[src/rtl/tpu_seq_pkg.sv]
`default_nettype none
// ----------------------------------------------------------------------------
// tpu_seq_pkg : state encoding and phase-length helper for the tile sequencer
// Revision    : 1.0
// ----------------------------------------------------------------------------
package tpu_seq_pkg;

  localparam int unsigned SW = 3;

  localparam logic [SW-1:0] S_IDLE   = 3'd0;
  localparam logic [SW-1:0] S_LOAD_W = 3'd1;
  localparam logic [SW-1:0] S_CLEAR  = 3'd2;
  localparam logic [SW-1:0] S_STREAM = 3'd3;
  localparam logic [SW-1:0] S_FLUSH  = 3'd4;
  localparam logic [SW-1:0] S_DRAIN  = 3'd5;
  localparam logic [SW-1:0] S_DONE   = 3'd6;

  // Cycles for the last activation to skew through an n x n array.
  function automatic int unsigned flush_len(input int unsigned n);
    return 2 * n - 2;
  endfunction

endpackage
`default_nettype wire

[src/rtl/tpu_phase_cnt.sv]
`default_nettype none
// ----------------------------------------------------------------------------
// tpu_phase_cnt : loadable down-counter with terminal-count flag and hold
// Revision      : 1.0
// ----------------------------------------------------------------------------
module tpu_phase_cnt #(
  parameter int W = 8
) (
  input  logic         clk,
  input  logic         rst,
  input  logic         i_load,
  input  logic [W-1:0] i_load_val,
  input  logic         i_hold,
  output logic [W-1:0] o_cnt_nxt,
  output logic         o_tc
);

  logic [W-1:0] r_cnt;
  logic [W-1:0] w_cnt_nxt;

  // Saturates at zero so an idle counter never wraps.
  always_comb begin
    w_cnt_nxt = r_cnt;
    if (i_load) begin
      w_cnt_nxt = i_load_val;
    end else if (!i_hold && (r_cnt != '0)) begin
      w_cnt_nxt = r_cnt - W'(1);
    end
  end

  always_ff @(posedge clk or posedge rst) begin
    if (rst) begin
      r_cnt <= '0;
    end else begin
      r_cnt <= w_cnt_nxt;
    end
  end

  assign o_cnt_nxt = w_cnt_nxt;
  assign o_tc      = (r_cnt == '0);

endmodule
`default_nettype wire

[src/rtl/tpu_tile_sequencer.sv]
`default_nettype none
// ----------------------------------------------------------------------------
// tpu_tile_sequencer : phase sequencer for one N x N systolic MAC tile.
// Optional stall input enabled by defining TPU_SEQ_STALL_EN.  Revision 1.0
// ----------------------------------------------------------------------------
module tpu_tile_sequencer
  import tpu_seq_pkg::*;
#(
  parameter int N  = 4,
  parameter int KW = 8,
  parameter int RW = $clog2(N)
) (
  input  logic          clk,
  input  logic          rst,
  input  logic          start,
  input  logic [KW-1:0] k_len,
`ifdef TPU_SEQ_STALL_EN
  input  logic          stall,
`endif
  output logic          busy,
  output logic          done,
  output logic          w_load,
  output logic [RW-1:0] w_row,
  output logic          acc_clr,
  output logic          a_valid,
  output logic [KW-1:0] k_idx,
  output logic          drain_valid,
  output logic [RW-1:0] drain_row
);

  localparam int CW = (KW > $clog2(2 * N)) ? KW : $clog2(2 * N);
  localparam logic [CW-1:0] C_N_M1     = CW'(N - 1);
  localparam logic [CW-1:0] C_FLUSH_M1 = CW'(flush_len(N) - 1);

  logic [SW-1:0] r_state;
  logic [SW-1:0] w_state_nxt;
  logic [KW-1:0] r_k;
  logic          w_k_lat;
  logic          w_cnt_load;
  logic [CW-1:0] w_cnt_load_val;
  logic [CW-1:0] w_cnt_nxt;
  logic [CW-1:0] w_k_m1;
  logic          w_tc;
  logic          w_stall;

  logic          r_busy, r_done, r_w_load, r_acc_clr, r_a_valid, r_drain_valid;
  logic [RW-1:0] r_w_row, r_drain_row;
  logic [KW-1:0] r_k_idx;

  logic          w_busy_n, w_done_n, w_w_load_n, w_acc_clr_n, w_a_valid_n, w_drain_valid_n;
  logic [RW-1:0] w_w_row_n, w_drain_row_n;
  logic [KW-1:0] w_k_idx_n;

`ifdef TPU_SEQ_STALL_EN
  assign w_stall = stall && (r_state != S_IDLE) && (r_state != S_DONE);
`else
  assign w_stall = 1'b0;
`endif

  assign w_k_m1 = CW'(r_k) - CW'(1);

  tpu_phase_cnt #(
    .W (CW)
  ) u_phase_cnt (
    .clk        (clk),
    .rst        (rst),
    .i_load     (w_cnt_load),
    .i_load_val (w_cnt_load_val),
    .i_hold     (w_stall),
    .o_cnt_nxt  (w_cnt_nxt),
    .o_tc       (w_tc)
  );

  // Each phase loads its length minus one and leaves on terminal count.
  always_comb begin
    w_state_nxt    = r_state;
    w_k_lat        = 1'b0;
    w_cnt_load     = 1'b0;
    w_cnt_load_val = '0;
    case (r_state)
      S_IDLE: begin
        if (start) begin
          w_k_lat = 1'b1;
          if (k_len == '0) begin
            w_state_nxt = S_DONE;
          end else begin
            w_state_nxt    = S_LOAD_W;
            w_cnt_load     = 1'b1;
            w_cnt_load_val = C_N_M1;
          end
        end
      end
      S_LOAD_W: begin
        if (!w_stall && w_tc) begin
          w_state_nxt = S_CLEAR;
          w_cnt_load  = 1'b1;
        end
      end
      S_CLEAR: begin
        if (!w_stall) begin
          w_state_nxt    = S_STREAM;
          w_cnt_load     = 1'b1;
          w_cnt_load_val = w_k_m1;
        end
      end
      S_STREAM: begin
        if (!w_stall && w_tc) begin
          w_state_nxt    = S_FLUSH;
          w_cnt_load     = 1'b1;
          w_cnt_load_val = C_FLUSH_M1;
        end
      end
      S_FLUSH: begin
        if (!w_stall && w_tc) begin
          w_state_nxt    = S_DRAIN;
          w_cnt_load     = 1'b1;
          w_cnt_load_val = C_N_M1;
        end
      end
      S_DRAIN: begin
        if (!w_stall && w_tc) begin
          w_state_nxt = S_DONE;
        end
      end
      S_DONE:  w_state_nxt = S_IDLE;
      default: w_state_nxt = S_IDLE;
    endcase
  end

  // Outputs are decoded from the upcoming state so they register in step with it.
  always_comb begin
    w_busy_n        = (w_state_nxt != S_IDLE);
    w_done_n        = (w_state_nxt == S_DONE);
    w_w_load_n      = (w_state_nxt == S_LOAD_W) && !w_stall;
    w_acc_clr_n     = (w_state_nxt == S_CLEAR)  && !w_stall;
    w_a_valid_n     = (w_state_nxt == S_STREAM) && !w_stall;
    w_drain_valid_n = (w_state_nxt == S_DRAIN)  && !w_stall;
    w_w_row_n       = '0;
    w_k_idx_n       = '0;
    w_drain_row_n   = '0;
    if (w_state_nxt == S_LOAD_W) w_w_row_n     = RW'(C_N_M1 - w_cnt_nxt);
    if (w_state_nxt == S_STREAM) w_k_idx_n     = KW'(w_k_m1 - w_cnt_nxt);
    if (w_state_nxt == S_DRAIN)  w_drain_row_n = RW'(C_N_M1 - w_cnt_nxt);
  end

  always_ff @(posedge clk or posedge rst) begin
    if (rst) begin
      r_state       <= S_IDLE;
      r_k           <= '0;
      r_busy        <= 1'b0;
      r_done        <= 1'b0;
      r_w_load      <= 1'b0;
      r_w_row       <= '0;
      r_acc_clr     <= 1'b0;
      r_a_valid     <= 1'b0;
      r_k_idx       <= '0;
      r_drain_valid <= 1'b0;
      r_drain_row   <= '0;
    end else begin
      r_state       <= w_state_nxt;
      if (w_k_lat) r_k <= k_len;
      r_busy        <= w_busy_n;
      r_done        <= w_done_n;
      r_w_load      <= w_w_load_n;
      r_w_row       <= w_w_row_n;
      r_acc_clr     <= w_acc_clr_n;
      r_a_valid     <= w_a_valid_n;
      r_k_idx       <= w_k_idx_n;
      r_drain_valid <= w_drain_valid_n;
      r_drain_row   <= w_drain_row_n;
    end
  end

  assign busy        = r_busy;
  assign done        = r_done;
  assign w_load      = r_w_load;
  assign w_row       = r_w_row;
  assign acc_clr     = r_acc_clr;
  assign a_valid     = r_a_valid;
  assign k_idx       = r_k_idx;
  assign drain_valid = r_drain_valid;
  assign drain_row   = r_drain_row;

endmodule
`default_nettype wire

[config.mk]
export PLATFORM = sky130hd
export DESIGN_NAME = tpu_tile_sequencer
export DESIGN_NICKNAME = d
export VERILOG_FILES = /design/src/rtl/tpu_seq_pkg.sv /design/src/rtl/tpu_phase_cnt.sv /design/src/rtl/tpu_tile_sequencer.sv
export SDC_FILE = /design/constraint.sdc
export NUM_CORES = 1
export LEC_CHECK = 0
export CAP_MARGIN = 20
export CORE_MARGIN = 2
export CORE_UTILIZATION = 31
export CTS_BUF_LIST = sky130_fd_sc_hd__clkbuf_4
export DETAILED_ROUTE_END_ITERATION = 8
export GPL_TIMING_DRIVEN = 0
export SETUP_SLACK_MARGIN = 0.4
export SLEW_MARGIN = 5
export SYNTH_ARGS = -nofsm -noshare
export SYNTH_HDL_FRONTEND = slang
export SYNTH_HIERARCHICAL = 1
export SYNTH_SLANG_ARGS = --single-unit
[constraint.sdc]
create_clock -name clk -period 6 [get_ports clk]
set_input_delay 1.2 -clock clk [delete_from_list [all_inputs] [get_ports clk]]
set_output_delay 1.2 -clock clk [all_outputs]
set_load 0.05 [all_outputs]
Word level (Yosys, flattened, before mapping)
Cells that the tools add are included.
- logic and storage cells: 55
- output and inout bits: 18
- input bits: 11
- flip-flop bits (word level): 37
- add/sub/neg operators: 4
- equality and inequality tests: 10
- reduce and logical (&&, ||, !) cells: 6
- muxes and demuxes: 23
- operator list (operator ; number):
    8-bit one-hot mux with 4 select lines ; 1
    8-bit two-way mux ; 3
    3-bit two-way mux ; 7
    3-bit one-hot mux with 6 select lines ; 1
    8-bit logical NOT ; 2
    8-bit by 1-bit subtractor with 8-bit output, second input constant ; 2
    3-bit by 2-bit == test with 1-bit output, second input constant ; 4
    3-bit == test, second input constant ; 4
    2-bit two-way mux ; 5
    8-bit nonzero test ; 1
    8-bit subtractor ; 1
    3-bit by 1-bit == test with 1-bit output, second input constant ; 2
    1-bit two-way mux ; 5
    3-bit logical NOT ; 1
    1-bit one-hot mux with 3 select lines ; 1
    3-bit nonzero test ; 1
    3-bit OR reduction ; 1
    2-bit subtractor, first input constant ; 1

Logic depth before layout (Yosys ltp)
Gate-level depths: netlist (run 1).
- depth in word-level cells: 7
- mapped depth: 18
- mapped depth without buffers: 17

By module
Netlist (run 1), hierarchy kept.
- by module, submodules not included (module ; area each (µm²) ; instances ; cells an instance ; sequential area each (µm²)):
    tpu_tile_sequencer ; 1632.8 ; 1 ; 184 ; 725.7
    tpu_phase_cnt ; 528.0 ; 1 ; 55 ; 200.2

Worst setup path after synthesis (run 1)
OpenSTA, ideal clock, no wires.
- path kind: input to register
- start: input port start
- end: register r_k_idx[6], in the netlist k_idx[6]
- slack: 1.929 ns
- cell stages on the path: 13
- path buffers: 1
- arrival: 3.943 ns
- setup time: 0.128 ns
- required time: 5.872 ns
- path through: nor4b_1 -> inv_1 -> a21oi_1 -> o21a_1 -> clkbuf_1 -> o21ai_0 -> ha_1 -> fa_1 -> nor2b_1 -> o21ai_0 -> a21boi_0 -> mux2i_1 -> nand3_1
- cells in the longest elaborated chain, start to end: 5
- elaborated cells on any way between the ends: 10
- those cells by class: 1 x add/sub; 1 x eq/ne; 8 x mux
- ends and longest elaborated chain (what ; RTL line ; RTL):
    from (decl) ; tpu_tile_sequencer.sv:15 ; input logic start,
    1-bit two-way mux ; tpu_tile_sequencer.sv:82 ; if (start) begin
    1-bit one-hot mux with 3 select lines ; tpu_tile_sequencer.sv:80 ; case (r_state)
    net w_cnt_load ; tpu_tile_sequencer.sv:39 ; logic w_cnt_load;
    8-bit two-way mux ; tpu_phase_cnt.sv:24 ; if (i_load) begin
    net w_cnt_nxt[0] ; tpu_tile_sequencer.sv:41 ; logic [CW-1:0] w_cnt_nxt;
    8-bit subtractor ; tpu_tile_sequencer.sv:142 ; if (w_state_nxt == S_STREAM) w_k_idx_n = KW'(w_k_m1 - w_cnt_nxt);
    8-bit two-way mux ; tpu_tile_sequencer.sv:142 ;
    net w_k_idx_n[6] ; tpu_tile_sequencer.sv:52 ; logic [KW-1:0] w_k_idx_n;
    to (signal assigned) ; tpu_tile_sequencer.sv:168 ; r_k_idx <= w_k_idx_n;
    to (decl) ; tpu_tile_sequencer.sv:48 ; logic [KW-1:0] r_k_idx;
The timed path passes the listed nets, and every way through them passes these cells.
A chain may end at the register's enable or synchronous reset.

Worst setup path in the final report (run 1)
Ends and elaborated chain as after synthesis.

==> impl_metrics.ini, run 1 <==
[cells_and_area]
diodes = 0
instances_no_fill = 361
syn2layout_area_growth_pct = 24.5
drive_gt1_frac = 0.0712
final_nets = 302
multi_input_area_mm2 = 0.00116
fillers = 710
ff_latch_area_um2 = 926

[setup_path]
crit_arrival_ns = 5.11
critical-path-top-cell-by-count = o21ai_0
slowest_stage = clkdlybuf4s50_1
reg2reg_slack_ns = 1.32
slowest_delay_ns = 0.48
critPathKind = in -> reg
worstReg2RegStart = u_phase_cnt/r_cnt[0]
path_max_fanout = 10
crit_path_end_kind = flop
r2r_end = k_idx[6]
crit_required_ns = 6.23
start_kind = input pin
path_cells = clkdlybuf4s50_1 -> nor4b_1 -> inv_1 -> a21oi_1 -> o21a_1 -> clkbuf_1 -> o21ai_0 -> ha_1 -> fa_1 -> nor2b_1 -> o21ai_0 -> a21boi_0 -> mux2i_1 -> nand3_1
reg2regPathDepth = 17

[drt]
post-route-drc-count = 0
wire_per_inst_um = 12.4
firstDrtPassIters = 4
via_per_inst = 4.74
drt-total-wl_mm = 4.48
ant_nets = 0
initialDrtViolationCount = 74
vias = 1712

[die]
initial_utilization = 0.320
io_pins = 29
core_mm2 = 0.00676
fp-row-count = 30
die-height_um = 87.5
die_w_um = 87.5
dieArea_mm2 = 0.00765

[pwr]
cellPowerDensity_mw_per_mm2 = 598
p_leak_nw = 1.20
vdd_ir_drop_max_uv = 186

[sta]
holdWs_ns = 0.557
rsz0062_at_grt = no
maxSlewViolCount = 0
setup_viol = 0
hold_viol = 0
fmax_mhz = 205
period_needed_ns = 4.88
relSlewSlack = 0.654
min_period_over_period = 0.813
tightest_slew_ns = 0.518
skew_ns = 0.00936
fin_tns_setup_ns = 0

[synthesis]
synth-main-ff-cell = dfrtp_1
synthTopCellsByCount = nand2_1 (38), dfrtp_1 (37), nor2_1 (22)
yosys.area.top_type = dfrtp_1
avgSynthCellArea_um2 = 9.04
yosys-top-cells-area = dfrtp_1 (43%), nand2_1 (6.6%), ha_1 (5.8%), nor2_1 (3.8%), inv_1 (3.5%)
ys_ff_latch = 37
synth_most_common_cell = nand2_1
syn_area_mm2 = 0.00216
synth_cells = 239
synth.distinct_cells = 44
synth_edf_count = 0
synth_top_area_frac = 0.428
yosys_warnings = 6
ys_seq_area_frac = 0.428
ys_async_sr_fraction = 1.00

[clocking]
htreeDepth = 2
post_cts_resized = 0
clk_path_buf_depth = 2
cts_buffers = 5
post_cts_buffers = 0
cts_tree = built
clk_pin_slew_ns = 0.12
cts_sinks = 37
cts_hold_buffers = 0
clk_latency_ns = 0.34
cts_root_buffer = clkbuf_4

[placement]
dp_cells = 353
hpwl_mm = 3.55
numPortBuffers = 28
place.gp.congestion = 0.783

[grt]
grt_max_degree = 20
grt_pass1_wl_mm = 7.41
grt_usage = 0.125
antenna_found_initial = 0
grt_overflow_total = 0
grt_pass1_vias = 1619

[status]
outcome = finished clean

[worst_hold_path]
hold_path.startpoint = r_k[7]
min_path_type = reg -> reg
hold_depth = 1
min_to = r_k[7]

[job]
drv_cap = 0
## worst max-delay path by stage
stage           from  endpoint  slack, ns  cells after the start
5_1_grt        start  k_idx[6]       0.82                     14
4_1_cts        start  k_idx[6]       1.10                     14
6_report       start  k_idx[6]       1.12                     14
3_5_place_dp   start  k_idx[6]       0.76                     14
2_1_floorplan  start  k_idx[6]       1.93                     13
3_3_place_gp   start  k_idx[6]       0.74                     14
## layout by cell type, fill, tap and decap left out, drive strengths merged, types with 3 or more instances in the layout
master         instances
a21oi                 11
clkbuf                11
clkdlybuf4s50         28
conb                   6
dfrtp                 37
ha                    10
inv                   20
mux2                   4
mux2i                  3
nand2                 38
nand2b                 5
nand3                  5
nor2                  22
nor2b                  8
nor3                   8
nor3b                  4
nor4                   5
o21a                   4
o21ai                 16
xnor2                  7
xor2                   5
## worst max-delay path, delay by kind of cell
kind | cells | cell delay, ns
simple gates | 3 | 0.65
compound gates | 5 | 1.23
mux | 1 | 0.27
fa+ha+maj | 2 | 0.68
buf+inv | 3 | 1.07
## metrics by stage
stage	utilization	power [mW]	cell area [µm²]	setup WS (ns)
final	0.398	1.61	2690	1.12
after global routing	0.398	1.77	2690	0.815
after CTS	0.398	1.63	2690	1.10
after detailed placement	0.383	1.40	2590	0.764
after global placement	0.379	1.39	2560	0.740
after floorplan	-	1.17	2180	1.93
## per-layer routing
layer / track usage / vias to the layer above / share of wire
met2: 0.200 / 30 / 0.48
met3: 0.0265 / 2 / 0.034
li1: - / 888 / -
met4: 0.0476 / 0 / 0.0089
met1: 0.165 / 792 / 0.48
met5: 0 / - / 0
## area by class of cell
type | instances | share of cell area
Multi-Input combinational cell | 181 | 0.430
Sequential cell | 37 | 0.344
Timing Repair Buffer | 29 | 0.114
Tap cell | 80 | 0.0372
Inverter | 20 | 0.0279
Clock inverter | 3 | 0.0242
Clock buffer | 5 | 0.0140
Buffer | 6 | 0.00837
## cell families (layout without fill, tap and decap cells)
| family | Yosys count | count (layout) | share of synthesized area |
|---|---|---|---|
| buffers and inverters | 26 | 63 | 0.0452 |
| AOI/OAI and AO/OA | 42 | 42 | 0.118 |
| adders and majority gates | 11 | 11 | 0.0672 |
| DFF | 37 | 37 | 0.428 |
| xor gates and xnor gates | 12 | 12 | 0.0521 |
| other | 1 | 6 | 0.00174 |
| muxes | 7 | 7 | 0.0347 |
| and+or+nand+nor | 103 | 103 | 0.252 |
## where the power goes
part / internal [mW] / switching (mW) / leakage, nW
combinational: 0.404 / 0.577 / 0.673
sequential: 0.339 / 0.0746 / 0.471
clock: 0.129 / 0.0862 / 0.0552
total: 0.872 / 0.738 / 1.20
## registers in the layout, summed over array words and instances (netlist names)
signal and cells:
r_k 8, u_phase_cnt/r_cnt 8, done 1, r_state 3, acc_clr 1, w_load 1, a_valid 1, k_idx 8
drain_row 2, busy 1, drain_valid 1, w_row 2
Power figures use the tool's default switching activity.
==> run 2: changes to the inputs <==
clock period = 4.2 ns   (was 6 ns; I/O delays follow)
==> impl_metrics.ini, run 2 (synthesis gave the netlist of run 1 again) <==
[drt]
post-route-drc-count = 0
wire_per_inst_um = 12.4
drt-total-wl_mm = 4.60
vias = 1755
via_per_inst = 4.73
firstDrtPassIters = 4
initialDrtViolationCount = 55
ant_nets = 0

[cells_and_area]
drive_gt1_frac = 0.127
final_util = 0.408
final_nets = 312
design_area_mm2 = 0.00276
syn2layout_area_growth_pct = 27.6
diodes = 0
final_common_cell = nand2_1
layout_common_cells = nand2_1 (38), dfrtp_1 (37), clkdlybuf4s50_1 (28)

[placement]
hpwl_mm = 3.52
numPortBuffers = 28
place_area_mm2 = 0.00259
place.gp.congestion = 0.789

[clocking]
htreeDepth = 2
cts_sinks = 37
cts_tree = built
clk_latency_ns = 0.34
clk_path_buf_depth = 2
clk_pin_slew_ns = 0.12
cts_buffers = 5
cts_hold_buffers = 0
cts_root_buffer = clkbuf_4

[sta]
skew_ns = 0.00965
fmax_mhz = 277
hold_viol = 0
min_period_over_period = 0.860
period_needed_ns = 3.61
rsz0062_at_grt = yes
holdWs_ns = 0.559
maxSlewViolCount = 0
setup_viol = 0

[setup_path]
critPathKind = reg -> reg
slowest_delay_ns = 0.41
slowest_stage = dfrtp_1
critPathBufInv = 3
cp_top_family = compound AO/OA/AOI/OAI gates
crit_path_end_kind = flop
path_max_fanout = 10
start_kind = flop
crit_arrival_ns = 3.84
path_cells = inv_1 -> ha_1 -> nor3b_4 -> and2_2 -> clkbuf_4 -> o21ai_0 -> a21oi_1 -> o21a_2 -> buf_4 -> o21ai_1 -> ha_1 -> fa_1 -> nor2b_2 -> o21ai_1 -> a21boi_2 -> mux2i_1 -> nand3_1
crit_required_ns = 4.43

[pwr]
p_leak_nw = 1.24
cellPowerDensity_mw_per_mm2 = 841
vdd_ir_drop_max_uv = 295

[grt]
met2_usage = 0.213
antenna_found_initial = 0
gr-usage-met3 = 0.0265
busiest_layer = met2
use_met1 = 0.172
grt_pass1_wl_mm = 7.81
grt_pass1_vias = 1641
grt_max_degree = 22
grt_overflow_total = 0
grt_usage = 0.132

[die]
initial_utilization = 0.320
fp-row-count = 30
dieArea_mm2 = 0.00765
core_mm2 = 0.00676
die-height_um = 87.5
io_pins = 29
die_w_um = 87.5

[status]
outcome = finished clean

[worst_hold_path]
min_path_type = reg -> reg

[job]
drv_cap = 0
run 2: cell types whose count changed in the layout (fill, tap and decap cells not counted), sizes merged:
| cell | delta |
|---|---|
| clkbuf | -1 |
| buf | +11 |
| bufinv | -2 |
| clkinv | +2 |
run 2: power breakdown:
group          internal [mW]  total, mW  switching (mW)  leakage, nW
registers              0.485      0.597           0.113        0.471
clock network         0.0606      0.180           0.119       0.0300
logic                  0.676       1.54           0.866        0.742
total                   1.22       2.32            1.10         1.24
run 2: path summary, 6_finish.rpt:
kind,startpoint,to,slack (ns),cells after the start
setup / recovery,u_phase_cnt/r_cnt[1],k_idx[6],0.59,17
hold / removal,r_k[3],r_k[3],0.56,2
setup reg to reg,u_phase_cnt/r_cnt[1],k_idx[6],0.59,17
hold reg to reg,r_k[3],r_k[3],0.56,2
max in group asynchronous,rst,r_k[6],2.91,3
min in group asynchronous,rst,u_phase_cnt/r_cnt[1],0.76,2
run 2: metrics by stage:
| stage | setup TNS, ns | cells | power (mW) | worst slack [ns] |
|---|---|---|---|---|
| after floorplan | 0 | 244 | 1.67 | 0.472 |
| after global placement | -1.51 | 352 | 1.98 | -0.557 |
| after detailed placement | -1.27 | 353 | 2.00 | -0.508 |
| after CTS | 0 | 363 | 2.25 | 0.417 |
| after global routing | 0 | 371 | 2.55 | 0.312 |
| final | 0 | 371 | 2.32 | 0.586 |
run 2: layout make-up:
cell class	count	area (µm²)
flip-flops and latches	37	926
fillers	689	4000
clock inverters	3	12.5
clock buffers	5	37.5
well taps	80	100
inverters	20	75.1
repair buffers	39	383
plain buffers	6	30.0
multi-input cells	181	1190
run 2: what timing repair did:
| action | CTS | global route |
|---|---|---|
| setup buffers | 2 | 8 |
| setup endpoints to repair | 6 | 4 |
| resized for setup | 10 | 6 |
| pin swaps | 1 | 3 |
run 2: routing by layer:
metal | vias up | wire length (µm)
met2 | 25 | 2210
li1 | 901 | -
met5 | - | 0
met3 | 8 | 133
met4 | 0 | 87
met1 | 821 | 2170
run 2: tightest hold or removal path, delay by kind of cell, from the launching register on:
kind             cells  cell delay [ns]
AND/OR/NAND/NOR      2             0.13
flip-flops           1             0.41
